--- src/rtl/mc_pkg.sv ---
// Shared definitions for the microcontroller datapath: instruction width,
// opcode constants, the fetch/dispatch state set and opcode classification.
package mc_pkg;

    localparam int INSTR_W = 16;

    localparam logic [3:0] OP_ADD   = 4'b0001;
    localparam logic [3:0] OP_SUB   = 4'b0010;
    localparam logic [3:0] OP_LOAD  = 4'b0011;
    localparam logic [3:0] OP_STORE = 4'b0100;
    localparam logic [3:0] OP_AND   = 4'b0101;
    localparam logic [3:0] OP_OR    = 4'b0110;
    localparam logic [3:0] OP_HALT  = 4'b1111;

    typedef enum logic [3:0] {
        ST_IDLE      = 4'd0,
        ST_F_ADDR    = 4'd1,
        ST_F_READ    = 4'd2,
        ST_F_LATCH   = 4'd3,
        ST_F_IR      = 4'd4,
        ST_DECODE    = 4'd5,
        ST_EXEC_WAIT = 4'd6,
        ST_HALTED    = 4'd7,
        ST_FAULT     = 4'd8
    } fd_state_e;

    typedef enum logic [1:0] {
        CLS_LS      = 2'd0,
        CLS_ALU     = 2'd1,
        CLS_HALT    = 2'd2,
        CLS_ILLEGAL = 2'd3
    } op_class_e;

    // Map an opcode to the execution unit that will return its done.
    function automatic op_class_e op_class(input logic [3:0] op);
        op_class_e cls;
        case (op)
            OP_LOAD, OP_STORE:               cls = CLS_LS;
            OP_ADD, OP_SUB, OP_AND, OP_OR:   cls = CLS_ALU;
            OP_HALT:                         cls = CLS_HALT;
            default:                         cls = CLS_ILLEGAL;
        endcase
        return cls;
    endfunction

endpackage

--- src/rtl/exec_watchdog.sv ---
// Counts EXEC_WAIT cycles that pass without the dispatched unit's done.
// timeout is asserted in the cycle whose missing done brings the count to
// done_timeout, so the controller can fault on that same edge.
module exec_watchdog (
    input  logic       clk,
    input  logic       rst,
    input  logic       clear,
    input  logic       count_en,
    input  logic [7:0] done_timeout,
    output logic       timeout
);

    logic [7:0] count_q;

    // Wait counter: cleared on entry to EXEC_WAIT, saturates rather than wraps.
    always_ff @(posedge clk) begin
        if (rst || clear) begin
            count_q <= 8'd0;
        end else if (count_en && (count_q != 8'hFF)) begin
            count_q <= count_q + 8'd1;
        end
    end

    assign timeout = count_en && (({1'b0, count_q} + 9'd1) >= {1'b0, done_timeout});

endmodule

--- src/rtl/fetch_dispatch_ctrl.sv ---
// Instruction fetch and dispatch controller. Fetches the word at PC over the
// shared bus into IR, decodes the opcode, presents the word to the execution
// units until the dispatched unit returns done, then retires it.
// Outputs are Moore-style decodes of the registered state and IR.
module fetch_dispatch_ctrl
    import mc_pkg::*;
#(
    parameter int unsigned DONE_TIMEOUT = 31
) (
    input  logic        clk,
    input  logic        rst,
    input  logic        run,
    input  logic [15:0] bus_in,
    input  logic        ls_done,
    input  logic        alu_done,
    output logic        PC_out,
    output logic        PC_inc,
    output logic        MAR_EN,
    output logic        mem_EN,
    output logic        mem_RW,
    output logic        MDR_EN_read,
    output logic        MDR_out,
    output logic        IR_in,
    output logic [15:0] fullBitNum,
    output logic        alu_go,
    output logic [15:0] instr_count,
    output logic        halted,
    output logic        fault,
    output logic [3:0]  state_dbg
);

    fd_state_e            state_q;
    fd_state_e            state_d;
    logic [INSTR_W-1:0]   ir_q;
    logic [15:0]          count_q;
    op_class_e            cls;
    logic                 done_hit;
    logic                 retire;
    logic                 wd_clear;
    logic                 wd_en;
    logic                 wd_timeout;

    assign cls = op_class(ir_q[15:12]);

    // Only the done of the unit that owns the current instruction counts.
    assign done_hit = ((cls == CLS_LS)  && ls_done) ||
                      ((cls == CLS_ALU) && alu_done);

    // State register.
    always_ff @(posedge clk) begin
        if (rst) begin
            state_q <= ST_IDLE;
        end else begin
            state_q <= state_d;
        end
    end

    // Instruction register, loaded from the bus in F_IR.
    always_ff @(posedge clk) begin
        if (rst) begin
            ir_q <= '0;
        end else if (state_q == ST_F_IR) begin
            ir_q <= bus_in;
        end
    end

    // Retired-instruction counter; wraps naturally at 16 bits.
    always_ff @(posedge clk) begin
        if (rst) begin
            count_q <= 16'd0;
        end else if (retire) begin
            count_q <= count_q + 16'd1;
        end
    end

    // Next-state and per-state control strobes.
    always_comb begin
        state_d     = state_q;
        PC_out      = 1'b0;
        PC_inc      = 1'b0;
        MAR_EN      = 1'b0;
        mem_EN      = 1'b0;
        mem_RW      = 1'b0;
        MDR_EN_read = 1'b0;
        MDR_out     = 1'b0;
        IR_in       = 1'b0;
        alu_go      = 1'b0;
        retire      = 1'b0;
        wd_clear    = 1'b0;
        wd_en       = 1'b0;
        case (state_q)
            ST_IDLE: begin
                if (run) state_d = ST_F_ADDR;
            end
            ST_F_ADDR: begin
                PC_out  = 1'b1;
                MAR_EN  = 1'b1;
                state_d = ST_F_READ;
            end
            ST_F_READ: begin
                mem_EN  = 1'b1;
                mem_RW  = 1'b1;
                state_d = ST_F_LATCH;
            end
            ST_F_LATCH: begin
                mem_EN      = 1'b1;
                mem_RW      = 1'b1;
                MDR_EN_read = 1'b1;
                state_d     = ST_F_IR;
            end
            ST_F_IR: begin
                MDR_out = 1'b1;
                IR_in   = 1'b1;
                state_d = ST_DECODE;
            end
            ST_DECODE: begin
                wd_clear = 1'b1;
                case (cls)
                    CLS_LS: begin
                        state_d = ST_EXEC_WAIT;
                    end
                    CLS_ALU: begin
                        alu_go  = 1'b1;
                        PC_inc  = 1'b1;
                        state_d = ST_EXEC_WAIT;
                    end
                    CLS_HALT: begin
                        state_d = ST_HALTED;
                    end
                    default: begin
                        state_d = ST_FAULT;
                    end
                endcase
            end
            ST_EXEC_WAIT: begin
                // A done in the limit cycle still retires: done is checked first.
                if (done_hit) begin
                    retire  = 1'b1;
                    state_d = run ? ST_F_ADDR : ST_IDLE;
                end else begin
                    wd_en = 1'b1;
                    if (wd_timeout) state_d = ST_FAULT;
                end
            end
            ST_HALTED, ST_FAULT: begin
                state_d = state_q;
            end
            default: begin
                state_d = ST_IDLE;
            end
        endcase
    end

    exec_watchdog u_watchdog (
        .clk          (clk),
        .rst          (rst),
        .clear        (wd_clear),
        .count_en     (wd_en),
        .done_timeout (8'(DONE_TIMEOUT)),
        .timeout      (wd_timeout)
    );

    // The word is only presented while an instruction is in flight; zero
    // elsewhere releases the load/store controller's terminal state.
    assign fullBitNum  = ((state_q == ST_DECODE) || (state_q == ST_EXEC_WAIT)) ? ir_q : 16'h0000;
    assign instr_count = count_q;
    assign halted      = (state_q == ST_HALTED);
    assign fault       = (state_q == ST_FAULT);
    assign state_dbg   = state_q;

endmodule
--- config.mk ---
export PLATFORM = sky130hd
export DESIGN_NAME = fetch_dispatch_ctrl
export DESIGN_NICKNAME = d
export VERILOG_FILES = /design/src/rtl/mc_pkg.sv /design/src/rtl/exec_watchdog.sv /design/src/rtl/fetch_dispatch_ctrl.sv
export SDC_FILE = /design/constraint.sdc
export NUM_CORES = 1
export LEC_CHECK = 0
export CORE_ASPECT_RATIO = 0.5
export CORE_UTILIZATION = 45
export DETAILED_ROUTE_END_ITERATION = 7
export PLACE_DENSITY_LB_ADDON = 0.12
export SLEW_MARGIN = 20
export SYNTH_ARGS = -nofsm -noshare
export SYNTH_HDL_FRONTEND = slang
export SYNTH_SLANG_ARGS = --single-unit
--- constraint.sdc ---
create_clock -name clk -period 2.8 [get_ports clk]
set_input_delay 0.84 -clock clk [delete_from_list [all_inputs] [get_ports clk]]
set_output_delay 0.84 -clock clk [all_outputs]
set_load 0.02 [all_outputs]
==> flow_metrics.tcl, run 1 <==
set metrics [dict create \
    status "completed" \
    fmax_ghz 0.373 \
    cts.path.max_buffers 2 \
    ys_seq_area_share_pct 36.0 \
    drc 0 \
    htree_levels 2 \
    postCtsSetupRepairBufs 0 \
    cellLeakagePower_nw 1.30 \
    clkSlewWorstSetupHoldPaths_ns 0.08 \
    crit_type "reg2out" \
    nFillCells 456 \
    dp_hpwl_mm 4.47 \
    fin_skew_ns 0.00513 \
    drt_pass1_iterations 4 \
    maxSlewHeadroom_pct 59.1 \
    synth_edf_count 0 \
    async_flop_share_pct 0 \
    drtIter0Drc 153 \
    syn_avg_cell_area_um2 7.73 \
    critPathMaxFanout 7 \
    ios 68 \
    cts-hold-fix-buffers 0 \
    fin_setup_tns_ns 0 \
    grt-ovfl-total 0 \
    die_area_um2 5750 \
    fp.dieW_um 106 \
    grt_pass1_wl_mm 9.85 \
    antenna_found_initial 0 \
    core_um2 5070 \
    critPathTopFamily "buffers and inverters" \
    dp.cells 451 \
    ys_ff_latch 44 \
    rsz0062_at_grt "no" \
    end_kind "primary output" \
    syn_inst 316 \
    die_height_um 54.1 \
    antenna_left 0 \
    portBuffers 67 \
    post_drt_wl_per_cell_um 13.1 \
    crit_buf_inv 2 \
    clk_latency_ns 0.30 \
    whs_ns 0.456 \
    worstMarginPinSlew_ns 0.603 \
    cpMaxStageDelayCell "clkdlybuf4s50_1" \
    start_util_pct 48.2 \
    layout_commonest_cell "nand2_1" \
    min_path_type "reg2reg" \
    slew_viol_final 0 \
    numCtsBuffers 5 \
    fin_crit_sh_pct 95.8 \
    startpoint_type "flip-flop" \
    root_buffer "clkbuf_8" \
    rows 18 \
    cts_tree "built" \
    synth_ff_type "dfxtp_1" \
    cp.arrival_ns 1.84 \
    synth_top_area_cell "dfxtp_1" \
    synth_area_leaders "dfxtp_1 36%, nand2_1 8.1%, a21oi_1 7.2%" \
    layoutNonFillerInstCount 459 \
    pre_cts_slack_ns -0.116 \
    peakVddDrop_mv 0.204 \
    crit_chain "buf_4, nand2_1, nor2_1, clkdlybuf4s50_1" \
    synth.cell_area_um2 2440 \
    hold_viol_final 0 \
    report.final.setup_viol 0 \
    syn-num-nets 340 \
    yosysWarnings 0 \
    mostFrequentLayoutCells "53 x nand2_1, 44 x clkdlybuf4s50_1, 43 x dfxtp_1" \
    power_density_nw_per_um2 377 \
    timing.final.crit_period_ns 2.68 \
    synth_cell_types 62 \
    cp.required_ns 1.96 \
    crit_path_max_incr_delay_ns 0.64 \
    fin_ws_ns 0.117 \
    num_vias 2450 \
    grt_usage_pct 21.9 \
    vias_per_cell 5.34 \
    grt_start_max_net_pins 33 \
    gp_congestion 0.886 \
    antenna_cells 0 \
    finalNetCount 412 \
    synth_top_area_share_pct 36.0 \
    drv_cap 0 \
    drive_above_1_share_pct 9.25 \
    grt_pass1_vias 2208 \
    drt-total-wl_mm 5.99 \
    area_growth_pct 35.2 \
    clock-sinks 44 \
]
layout make-up:
type                            instances  area [µm²]  area share [%]
Timing Repair Buffer                   85         803            24.3
Sequential cell                        44         882            26.7
Inverter                               12        45.0            1.36
Multi-Input combinational cell        240        1400            42.3
Clock buffer                            8        90.1            2.73
Tap cell                               70        87.6            2.65
worst min-delay path: stages (launching register included):
cell and delay [ns]:
dfxtp_1 0.31, nand2_1 0.05, a21oi_1 0.05
registers in the layout, summed over array words and instances (netlist names):
name,flops
u_watchdog.count_q,8
ir_q,16
state_dbg,4
instr_count,16
synthesized netlist by cell type, types with 4 or more instances:
cell type  number
nand2_1        53
dfxtp_1        44
a21oi_1        35
nor2_1         23
and2_1         16
inv_1          11
o21ai_0        10
clkbuf_1        8
nand3_1         8
nor3_1          7
or4_1           7
o31ai_1         6
xnor2_1         6
a211oi_1        4
buf_4           4
buf_6           4
nand2b_1        4
nand4_1         4
nor4_1          4
final timing paths:
path	slack (ns)	endpoint	depth (start not counted)	startpoint
max	0.12	halted	4	state_dbg[1]$_SDFFE_PP0P_
min	0.46	ir_q[10]$_SDFFE_PP0P_	2	ir_q[10]$_SDFFE_PP0P_
max reg2reg	0.65	instr_count[11]$_SDFFE_PP0P_	4	instr_count[2]$_SDFFE_PP0P_
min reg2reg	0.46	ir_q[10]$_SDFFE_PP0P_	2	ir_q[10]$_SDFFE_PP0P_
report_power, final:
group	total, mW	switching [mW]	leakage [nW]	internal (mW)
registers	0.650	0.0129	0.355	0.637
logic	0.179	0.0911	0.904	0.0880
clock network	0.417	0.216	0.0455	0.202
total	1.25	0.320	1.30	0.927
timing repair:
item | 4_1_cts | 5_1_grt
endpoints found under the setup margin | 18 | 7
resized for setup | 18 | 7
gates cloned | 0 | 0
stage by stage:
stage | util [%] | instance area (µm²) | power, mW
2_1_floorplan | - | 2440 | 0.763
3_3_place_gp | 63.3 | 3210 | 0.839
5_1_grt | 65.2 | 3300 | 1.30
6_report | 65.2 | 3300 | 1.25
4_1_cts | 64.9 | 3290 | 1.26
3_5_place_dp | 63.3 | 3210 | 0.843
logic make-up (layout without fill, tap and decap cells):
group / count (synthesis) / in the layout / share of synthesized area (%)
adders and majority gates: 3 / 3 / 1.54
AOI/OAI and AO/OA: 76 / 76 / 19.4
xor gates and xnor gates: 9 / 9 / 3.23
and+or+nand+nor: 151 / 151 / 32.3
DFF: 44 / 44 / 36.0
muxes: 1 / 1 / 0.461
buffers and inverters: 32 / 105 / 7.07
per-layer routing:
layer | GRT usage (%) | share of wire, % | vias up | wire, µm
met1 | 26.8 | 47 | 1156 | 2830
met3 | 4.72 | 3.4 | 6 | 204
met5 | 0 | 0 | - | 0
li1 | - | - | 1248 | -
met2 | 39.5 | 48 | 40 | 2910
met4 | 7.41 | 0.83 | 0 | 50
Note: power is estimated with default switching activity, not from simulation.
==> run 2, diff against run 1 <==
CAP_MARGIN = 20   (was unset)
==> results of run 2 <==
No change in the layout: final DEF, timing and power equal those of run 1.
==> run 3, diff against run 2 <==
PLACE_DENSITY = 0.83   (was unset)
PLACE_DENSITY_LB_ADDON = unset   (was 0.12)
==> run 3 against run 2 <==
Against the previous run: via count grew 2.8%; first-iteration DRC count decreased by 22%; cell count is the same; register-to-register slack got worse by 0.04 ns; clock power is 15% higher; sequential share of layout area grew 0.091 points; clock skew grew 0.0056 ns; critical path type unchanged; setup slack improved by 0.056 ns; critical path depth unchanged.
==> flow_metrics.tcl, run 3 (synthesis results as in run 1) <==
set metrics [dict create \
    status "completed" \
    htree_levels 2 \
    drv_cap 0 \
    cp.arrival_ns 1.79 \
    multiInputGateArea_um2 1390 \
    seqCellArea_um2 882 \
    cts_tree "built" \
    rsz0062_at_grt "no" \
    grt_pass1_vias 2287 \
    postCtsSetupRepairBufs 0 \
    area_growth_pct 34.8 \
    worstMarginPinSlew_ns 0.664 \
    die_height_um 54.1 \
    r2r_end "instr_count[11]$_SDFFE_PP0P_" \
    drc 0 \
    grt_pass1_wl_mm 10.1 \
    grt-ovfl-total 0 \
    grt_usage_pct 22.2 \
    slew_viol_final 0 \
    gp_congestion 0.937 \
    finalNetCount 412 \
    whs_ns 0.453 \
    cpMaxStageDelayCell "clkdlybuf4s50_1" \
    clkSlewWorstSetupHoldPaths_ns 0.08 \
    peakVddDrop_mv 0.187 \
    die_area_um2 5750 \
    startpoint_type "flip-flop" \
    start_util_pct 48.2 \
    critPathMaxFanout 6 \
    fin_crit_sh_pct 93.8 \
    min-delay-start "ir_q[11]$_SDFFE_PP0P_" \
    cp.required_ns 1.96 \
    place_area_um2 3200 \
    whs_endpoint "ir_q[11]$_SDFFE_PP0P_" \
    min_path_type "reg2reg" \
    antenna_left 0 \
    hold_depth 2 \
    fmax_ghz 0.381 \
    power_density_nw_per_um2 398 \
    cellLeakagePower_nw 1.23 \
    fp.dieW_um 106 \
    clock-sinks 44 \
    antenna_found_initial 0 \
    nFillCells 422 \
    cts.path.max_buffers 2 \
    fin_util_pct 65.0 \
    fin_setup_tns_ns 0 \
    hold_viol_final 0 \
    crit_type "reg2out" \
    ios 68 \
    core_um2 5070 \
    mostFrequentLayoutCells "53 x nand2_1, 46 x clkdlybuf4s50_1, 43 x dfxtp_1" \
    num_vias 2519 \
    portBuffers 67 \
    layout_commonest_cell "nand2_1" \
    use_met3_pct 4.84 \
    end_kind "primary output" \
    maxSlewHeadroom_pct 54.6 \
    reg2reg_from "instr_count[2]$_SDFFE_PP0P_" \
    r2r_setup_slack_ns 0.61 \
    drtIter0Drc 120 \
    global_route.usage.met1_pct 26.9 \
    timing.final.crit_period_ns 2.63 \
    drt-total-wl_mm 6.09 \
    fin_skew_ns 0.0107 \
    report.final.setup_viol 0 \
    antenna_cells 0 \
    numCtsBuffers 5 \
    vias_per_cell 5.49 \
    crit_chain "buf_4, nand2_1, nor2_1, clkdlybuf4s50_1" \
    root_buffer "clkbuf_8" \
    drive_above_1_share_pct 9.25 \
    grt_busiest_layer "met2" \
    post_drt_wl_per_cell_um 13.3 \
    drt_pass1_iterations 4 \
    r2r_cells 4 \
    grt_start_max_net_pins 33 \
    clk_latency_ns 0.30 \
    rows 18 \
    use_met2_pct 40.9 \
    fin_area_um2 3290 \
    dp_hpwl_mm 4.53 \
    crit_path_max_incr_delay_ns 0.64 \
]
run 3: timing repair:
item                                   in CTS  in global routing
setup endpoints to repair                  20                  1
resized for setup                          21                  1
endpoints found under the hold margin       0                  0
hold buffers                                0                  0
pin swaps                                   0                  0
run 3: area by class of cell:
| cell class | count | area share, % |
|---|---|---|
| multi-input combinational | 240 | 42.2 |
| timing repair buffer | 85 | 23.7 |
| clock buffer | 6 | 2.20 |
| tap | 70 | 2.66 |
| sequential | 44 | 26.8 |
| inverter | 12 | 1.37 |
| clock inverter | 2 | 1.06 |
run 3: worst max path at each step:
stage | from | end | slack, ns
4_1_cts | state_dbg[3]$_SDFFE_PP0P_ | fault | 0.02
6_report | state_dbg[0]$_SDFFE_PP0P_ | halted | 0.17
3_3_place_gp | ls_done | instr_count[12]$_SDFFE_PP0P_ | -0.005
2_1_floorplan | state_dbg[3]$_SDFFE_PP0P_ | alu_go | 0.07
3_5_place_dp | ls_done | instr_count[7]$_SDFFE_PP0P_ | -0.10
5_1_grt | state_dbg[0]$_SDFFE_PP0P_ | MAR_EN | 0.02
run 3: where the power goes:
group | leakage (nW) | internal (mW) | switching [mW] | total (mW)
clock | 0.0552 | 0.265 | 0.216 | 0.481
combinational | 0.817 | 0.0878 | 0.0918 | 0.180
sequential | 0.355 | 0.637 | 0.0126 | 0.650
total | 1.23 | 0.990 | 0.320 | 1.31
run 3: stage by stage:
stage               setup WS [ns]  cells  total power, mW
finish                      0.172    459             1.31
global route               0.0168    459             1.36
CTS                        0.0203    458             1.31
detailed placement         -0.104    450            0.843
global placement         -0.00503    450            0.839
floorplan                  0.0700    316            0.763
run 3: layer usage:
| layer | vias to the layer above | part of all wire [%] | wire, µm |
|---|---|---|---|
| met4 | 0 | 0.62 | 38 |
| met1 | 1212 | 47 | 2880 |
| met5 | - | 0 | 0 |
| met3 | 5 | 3.8 | 234 |
| met2 | 48 | 48 | 2940 |
| li1 | 1254 | - | - |
run 3: worst max-delay path, delay by kind of cell (launching register included):
family / cells / cell delay [ns]
flip-flops: 1 / 0.43
AND/OR/NAND/NOR: 2 / 0.25
buffers and inverters: 2 / 0.81
==> patch: new RTL, settings of run 2 <==
Change the parameter `DONE_TIMEOUT` from 31 to 23.
--- a/src/rtl/fetch_dispatch_ctrl.sv
+++ b/src/rtl/fetch_dispatch_ctrl.sv
@@ -5,7 +5,7 @@
 module fetch_dispatch_ctrl
     import mc_pkg::*;
 #(
-    parameter int unsigned DONE_TIMEOUT = 31
+    parameter int unsigned DONE_TIMEOUT = 23
 ) (
     input  logic        clk,
     input  logic        rst,
Function: same outputs for any inputs over 10 cycles, from zero or initial values and one cycle with rst high; that may be too few to reach the edited logic, so the function may still have changed.
==> patch against run 2 <==
Design area is 1.0% higher. Worst hold slack worse by 1.8 ps. Wire length is 2.9% lower. Critical path depth is 1 lower. Setup slack worse by 39 ps. Sequential cell count stayed put. Area after synthesis is 2.0% higher. Critical endpoint is now mem_EN.
Power is not compared: it rests on default switching activity, and its combinational part moved more than twofold at a synthesized area within 25%.
==> patch: results (changes against run 2) <==
Routed WL per cell 13.1 µm (about the same); first-pass GRT wire length 9.27 mm (was 9.85 mm); crit-path max cell delay 670 ps (was 640 ps); r2r startpoint ir_q[12]$_SDFFE_PP0P_ (was instr_count[2]$_SDFFE_PP0P_); Syn Nets 334 (was 340); dpl ws 226 ps (was -116 ps); Crit Reg-Reg Endpoint state_dbg[0]$_SDFFE_PP0P_ (was instr_count[11]$_SDFFE_PP0P_); Reg2Reg Setup Slack 730 ps (was 650 ps); Hold EP ir_q[6]$_SDFFE_PP0P_ (was ir_q[10]$_SDFFE_PP0P_); layout cells sized above 1 0.0829 (was 0.0925); Nets 397 (was 412); mux cell area share after synthesis 0.0166 (was 0.00461); sequential share of the synthesized area 0.353 (was 0.360); cell count of the worst reg-to-reg path 6 (was 4); All-Layer GR Usage 0.206 (was 0.219); hold slack 454 ps (was 456 ps); Critical Path Sink mem_EN (was halted); vias in the first global route 2038 (was 2208); dominant cells by area after synthesis dfxtp_1, nand2_1, a21oi_1, and2_1, nor2_1 (unchanged); status finished, final reports clean (unchanged); Synth Area in Adders 0.0151 (was 0.0154); DR vias 2364 (was 2450); Worst-Margin Slew 633 ps (was 603 ps); post-synth cell types 59 (was 62); XOR/XNOR Fraction of Synth Area 0.0457 (was 0.0323); yosys warns 0 (unchanged); critical path arrival 1880 ps (was 1840 ps); post-synthesis compound-gate area fraction 0.174 (was 0.194); pin count of the biggest net entering global routing 37 (was 33); post-route setup slack 77.4 ps (was 117 ps); dpl hpwl 4.31 mm (was 4.47 mm); Non-Filler Instances 444 (was 459); CTS resizes 9 (was 18); Cells after Synth 310 (was 316); Worst Clk Skew 5.77 ps (was 5.13 ps); Commonest cells post-synth dfxtp_1, nand2_1, a21oi_1 (was nand2_1, dfxtp_1, a21oi_1)
patch: where the power goes:
group | total [mW] | internal (mW) | switching (mW) | leakage, nW
combinational | 0.748 | 0.331 | 0.417 | 1.06
clock | 0.402 | 0.174 | 0.228 | 0.0479
sequential | 0.760 | 0.691 | 0.0692 | 0.356
patch: metal layers:
layer,vias to the layer above,track usage,part of all wire
met2,36,0.356,0.46
met4,0,0.0342,0.0012
met5,-,0,0
li1,1216,-,-
met3,2,0.0560,0.038
met1,1110,0.266,0.50
patch: tightest hold or removal path, delay by kind of cell (launching register included):
kind	cells	cell delay, ps
AND/OR/NAND/NOR	1	50
flip-flops	1	310
AO/OA/AOI/OAI	1	50
patch: final cells by class:
type	count	area, µm²
fillers	453	1800
multi-input cells	239	1480
flip-flops and latches	44	881
repair buffers	79	785
well taps	70	87.6
clock buffers	5	68.8
clock inverters	3	18.8
inverters	4	15.0
